--- src/rtl/pipe_pkg.sv ---
// rtl/pipe_pkg.sv - shared bundle widths and control-field offsets for pipeline stage registers
package pipe_pkg;

    // EX/MEM boundary bundle widths
    localparam int EXMEM_CTRL_W = 15;
    localparam int EXMEM_DATA_W = 96;

    // EX/MEM control field offsets, MSB first: WriteAddress, Jtype, RegWrite,
    // MemRead, MemWrite, Branch, ALUSelect (ALUSelect occupies the low bits)
    localparam int ALUSEL_LSB = 0;
    localparam int ALUSEL_W   = 5;
    localparam int BRANCH     = 5;
    localparam int MEMWRITE   = 6;
    localparam int MEMREAD    = 7;
    localparam int REGWRITE   = 8;
    localparam int JTYPE      = 9;
    localparam int WADDR_LSB  = 10;
    localparam int WADDR_W    = 5;

    // Field view of the EX/MEM control bundle, bit-compatible with the offsets above
    typedef struct packed {
        logic [WADDR_W-1:0]  writeAddress;
        logic                jtype;
        logic                regWrite;
        logic                memRead;
        logic                memWrite;
        logic                branch;
        logic [ALUSEL_W-1:0] aluSelect;
    } exMemCtrl_t;

    // True when the control bundle would cause an architectural side effect
    function automatic logic hasSideEffect(input logic [EXMEM_CTRL_W-1:0] ctrl);
        return ctrl[REGWRITE] | ctrl[MEMWRITE] | ctrl[MEMREAD] | ctrl[BRANCH];
    endfunction

endpackage

--- src/rtl/pipe_skid_entry.sv ---
// rtl/pipe_skid_entry.sv - one {valid,ctrl,data} holding register with load and clear
module pipe_skid_entry
    import pipe_pkg::*;
#(
    parameter int CTRL_W = EXMEM_CTRL_W,
    parameter int DATA_W = EXMEM_DATA_W
) (
    input  logic              clk,
    input  logic              reset,
    input  logic              load,
    input  logic              clear,
    input  logic [CTRL_W-1:0] loadCtrl,
    input  logic [DATA_W-1:0] loadData,
    output logic              valid,
    output logic [CTRL_W-1:0] ctrl,
    output logic [DATA_W-1:0] data
);

    // Clear wins over load; clearing zeroes ctrl so a bubble never carries side effects, data is kept
    always_ff @(posedge clk or posedge reset) begin
        if (reset) begin
            valid <= 1'b0;
            ctrl  <= '0;
            data  <= '0;
        end else if (clear) begin
            valid <= 1'b0;
            ctrl  <= '0;
        end else if (load) begin
            valid <= 1'b1;
            ctrl  <= loadCtrl;
            data  <= loadData;
        end
    end

endmodule

--- src/rtl/pipe_stage_reg.sv ---
// rtl/pipe_stage_reg.sv - elastic pipeline stage register with bubble masking, flush and optional skid entry
module pipe_stage_reg
    import pipe_pkg::*;
#(
    parameter int CTRL_W = EXMEM_CTRL_W,
    parameter int DATA_W = EXMEM_DATA_W,
    parameter int SKID   = 0,
    parameter int CNT_W  = 16
) (
    input  logic              clk,
    input  logic              reset,
    input  logic              in_valid,
    output logic              in_ready,
    input  logic [CTRL_W-1:0] in_ctrl,
    input  logic [DATA_W-1:0] in_data,
    input  logic              flush,
    output logic              out_valid,
    input  logic              out_ready,
    output logic [CTRL_W-1:0] out_ctrl,
    output logic [DATA_W-1:0] out_data,
    output logic [1:0]        occupancy,
    output logic [CNT_W-1:0]  stall_cnt
);

    logic              inFire;
    logic              outFire;
    logic              mainValid;
    logic              mainLoad;
    logic              mainClear;
    logic [CTRL_W-1:0] mainCtrlIn;
    logic [DATA_W-1:0] mainDataIn;
    logic              skidValid;

    assign inFire  = in_valid & in_ready;
    assign outFire = mainValid & out_ready;

    // The main entry drives the outputs directly, so out_ctrl is a zeroed register, never a gated one
    pipe_skid_entry #(.CTRL_W(CTRL_W), .DATA_W(DATA_W)) mainEntry (
        .clk      (clk),
        .reset    (reset),
        .load     (mainLoad),
        .clear    (mainClear),
        .loadCtrl (mainCtrlIn),
        .loadData (mainDataIn),
        .valid    (mainValid),
        .ctrl     (out_ctrl),
        .data     (out_data)
    );

    assign out_valid = mainValid;

    generate
        if (SKID == 0) begin : genSingle
            // Single entry: can accept whenever the held entry leaves this cycle
            assign in_ready   = !mainValid | out_ready;
            assign mainLoad   = inFire;
            assign mainClear  = flush | (outFire & !inFire);
            assign mainCtrlIn = in_ctrl;
            assign mainDataIn = in_data;
            assign skidValid  = 1'b0;
        end else begin : genSkid
            logic              skidLoad;
            logic              skidClear;
            logic [CTRL_W-1:0] skidCtrl;
            logic [DATA_W-1:0] skidData;

            // in_ready comes straight from the skid register, cutting the out_ready to in_ready path
            assign in_ready = !skidValid;

            // Two-entry FIFO steering: the skid entry always drains into main before new input does
            always_comb begin
                mainLoad   = 1'b0;
                mainClear  = 1'b0;
                skidLoad   = 1'b0;
                skidClear  = 1'b0;
                mainCtrlIn = in_ctrl;
                mainDataIn = in_data;
                if (flush) begin
                    mainClear = 1'b1;
                    skidClear = 1'b1;
                end else if (skidValid) begin
                    if (outFire) begin
                        mainLoad   = 1'b1;
                        mainCtrlIn = skidCtrl;
                        mainDataIn = skidData;
                        skidClear  = 1'b1;
                    end
                end else if (inFire && (!mainValid || outFire)) begin
                    mainLoad = 1'b1;
                end else if (inFire) begin
                    skidLoad = 1'b1;
                end else if (outFire) begin
                    mainClear = 1'b1;
                end
            end

            pipe_skid_entry #(.CTRL_W(CTRL_W), .DATA_W(DATA_W)) skidEntry (
                .clk      (clk),
                .reset    (reset),
                .load     (skidLoad),
                .clear    (skidClear),
                .loadCtrl (in_ctrl),
                .loadData (in_data),
                .valid    (skidValid),
                .ctrl     (skidCtrl),
                .data     (skidData)
            );
        end
    endgenerate

    assign occupancy = {1'b0, mainValid} + {1'b0, skidValid};

    // Saturating count of cycles the downstream stalled a valid output; flush leaves it alone
    always_ff @(posedge clk or posedge reset) begin
        if (reset) begin
            stall_cnt <= '0;
        end else if (mainValid && !out_ready && (stall_cnt != {CNT_W{1'b1}})) begin
            stall_cnt <= stall_cnt + CNT_W'(1);
        end
    end

endmodule
--- config.mk ---
export PLATFORM = sky130hd
export DESIGN_NAME = pipe_stage_reg
export DESIGN_NICKNAME = d
export VERILOG_FILES = /design/src/rtl/pipe_pkg.sv /design/src/rtl/pipe_skid_entry.sv /design/src/rtl/pipe_stage_reg.sv
export SDC_FILE = /design/constraint.sdc
export NUM_CORES = 1
export LEC_CHECK = 0
export ABC_AREA = 1
export CORE_MARGIN = 3
export CORE_UTILIZATION = 37
export DETAILED_ROUTE_END_ITERATION = 8
export GPL_TIMING_DRIVEN = 0
export PLACE_DENSITY = 0.76
export RECOVER_POWER = 50
export SLEW_MARGIN = 20
export SYNTH_ARGS = -nofsm -noshare
export SYNTH_HDL_FRONTEND = slang
export SYNTH_SLANG_ARGS = --single-unit
--- constraint.sdc ---
create_clock -name clk -period 4.4 [get_ports clk]
set_clock_uncertainty 0.05 [all_clocks]
set_input_delay 0.88 -clock clk [delete_from_list [all_inputs] [get_ports clk]]
set_output_delay 0.88 -clock clk [all_outputs]
set_load 0.05 [all_outputs]
==> results.json <==
{
  "port-buffer-count": 245,
  "p_per_area_nw_per_um2": 496.5,
  "area_delta_synth_final_pct": 60.22,
  "die_height_um": 125.9,
  "grt_usage": 0.1766,
  "dp.cells": 864,
  "final-seq-area_um2": 3203,
  "ctsLongestPathBuffers": 2,
  "grt.met2_usage": 0.3095,
  "clk_latency_ns": 0.40,
  "arrival_ns": 2.58,
  "use_met3": 0.04877,
  "hold_ws_ns": 0.4389,
  "power.leakage_uw": 0.003668,
  "status": "finished, violations left",
  "cts_setup_buffers": 0,
  "synth_area_um2": 5321,
  "cts_max_level": 4,
  "synth_nets": 555,
  "route.final.wire_length_um": 13850,
  "final_layout_size_suffix_gt1_frac": 0.09371,
  "critPathCaptureType": "output port",
  "ys_seq_area_frac": 0.6019,
  "grt_pass1_vias": 4368,
  "wl_per_cell_um": 15.48,
  "grt_max_degree": 71,
  "crit_required_ns": 3.47,
  "place_hpwl_um": 10610,
  "fillCellCount": 1111,
  "grt_first_pass_wirelength_um": 22510,
  "instances_no_fill": 895,
  "maxSlewViolCount": 59,
  "coreArea_um2": 13990,
  "max_freq_mhz": 284.7,
  "violations": "max-capacitance violations, max-slew violations",
  "routabilityCongestion": 0.8594,
  "maxCapViolations": 1,
  "yosysUniqueCellTypes": 28,
  "grtUsageMet1": 0.2145,
  "die_w_um": 125.9,
  "irDropWorstVdd_mv": 0.2891,
  "synthCells": 438,
  "ant_nets": 0,
  "grt_overflow": 0,
  "diodes": 0,
  "clock-sinks": 128,
  "antenna_found_initial": 0,
  "hp-class": "reg -> reg",
  "finalCriticalPeriod_ns": 3.513,
  "initial_core_util": 0.3804,
  "vias_per_cell": 4.630,
  "cts-root-buf": "clkbuf_16",
  "fin_nets": 820,
  "cts_resized": 0,
  "vias": 4144,
  "critical_path.max_fanout": 8,
  "io_pins": 247,
  "busiest_layer": "met2",
  "period_share": 0.7984,
  "cts_buffers": 17,
  "clk_pin_slew_ns": 0.05,
  "slew_headroom": -0.7862,
  "rsz0062_at_grt": "no",
  "rows": 43,
  "drcViolationCount": 0,
  "first_pass_iters": 4,
  "die_area_um2": 15860,
  "avgSynthCellArea_um2": 12.15,
  "hold_viol_final": 0,
  "start_kind": "input pin",
  "setup_viol": 0,
  "worst-setup-path-type": "in -> out",
  "worst_pin_slew_ns": 2.665,
  "ys_ff_latch": 128,
  "multi_input_area_um2": 1814,
  "ctsHoldBuffers": 0,
  "yosysWarnings": 0,
  "drt_iter0_drc": 120,
  "cts_tree": "done",
  "finish.utilization": 0.6095
}
==> sequential cells by signal, indices dropped and copies added (netlist names) <==
signal           count
mainEntry.data      96
stall_cnt           16
mainEntry.ctrl      15
mainEntry.valid      1
==> metrics by stage <==
step,area [um2],total power (uW),worst slack (ns),setup TNS (ns)
2_1_floorplan,5321,2365,0.05736,0
3_3_place_gp,7999,2907,-1.612,-205.39
3_5_place_dp,8031,2940,1.137,0
4_1_cts,8603,4293,1.134,0
5_1_grt,8526,4409,0.8080,0
6_report,8526,4233,0.8871,0
==> synth_stat cells (all sizes together) <==
master	number	area share
xnor2	3	0.0049
xor2	1	0.0016
buf	15	0.027
o21ai	21	0.022
mux2	96	0.20
nand4	4	0.0047
or2	1	0.0012
nor2	27	0.022
nand3	23	0.023
clkbuf	2	0.0014
ha	1	0.0024
inv	35	0.025
nand2	77	0.057
conb	1	0.00070
nand3b	2	0.0028
clkinv	1	0.00070
dfrtp	128	0.60
==> per-layer routing <==
layer  up-vias  share of wire
met5         -              0
met4         0         0.0098
met3        15          0.066
met2       162           0.52
met1      2001           0.40
li1       1966              -
==> cell type report <==
type	count	share of cell area
inverter	36	0.01600
buffer	17	0.01115
clock inverter	10	0.01306
timing repair buffer	246	0.2909
clock buffer	21	0.05401
multi-input combinational	257	0.2128
sequential	128	0.3757
tap	180	0.02642
==> path summary, 6_finish.rpt <==
check / from / endpoint / slack, ns / cells after the start
setup reg to reg: mainEntry.valid / mainEntry.data[84] / 1.88 / 5
hold reg to reg: mainEntry.data[1] / mainEntry.data[1] / 0.44 / 1
hold / removal: mainEntry.data[1] / mainEntry.data[1] / 0.44 / 1
max in group asynchronous: reset / mainEntry.data[68] / 1.45 / 2
min in group asynchronous: reset / mainEntry.data[4] / 1.61 / 2
setup / recovery: out_ready / in_ready / 0.89 / 4
==> worst max-delay path, cell delays in order <==
cell and delay [ns]:
dlygate4sd3_1 0.52, inv_1 0.04, nand2_1 0.27, clkdlybuf4s50_1 0.88
==> layout by cell type, fill, tap and decap left out, types with 2 or more instances in the layout <==
master	n
clkinv_2	4
buf_6	3
o21ai_2	2
nand2_2	2
mux2_2	21
clkbuf_8	2
nand2_1	75
nand3b_1	2
nand4_1	4
clkinvlp_4	3
clkbuf_1	13
nor2_2	2
mux2_1	75
inv_1	32
nor2_1	24
clkdlybuf4s50_1	243
o21ai_0	18
buf_4	2
dfrtp_1	128
nand3_1	23
inv_2	2
bufinv_16	2
clkbuf_16	17
dlygate4sd3_1	2
xnor2_1	3
==> report_power, final <==
part           switching (uW)  total, uW  internal (uW)
Sequential                123       1480           1360
Combinational             898       1420            519
Clock                     475       1330            857
Total                    1500       4230           2740
==> cell families (layout without fill, tap and decap cells) <==
group	count (synthesis)	in the layout	share of synthesized area
AO/OA/AOI/OAI	21	21	0.02187
flip-flops	128	128	0.6019
XOR/XNOR	4	4	0.006585
other	1	1	0.0007047
AND/OR/NAND/NOR	134	134	0.1098
multiplexers	96	96	0.2032
adder cells (fa/ha/maj)	1	1	0.002351
buffers and inverters	53	330	0.05361
(Power assumes the default switching activity.)
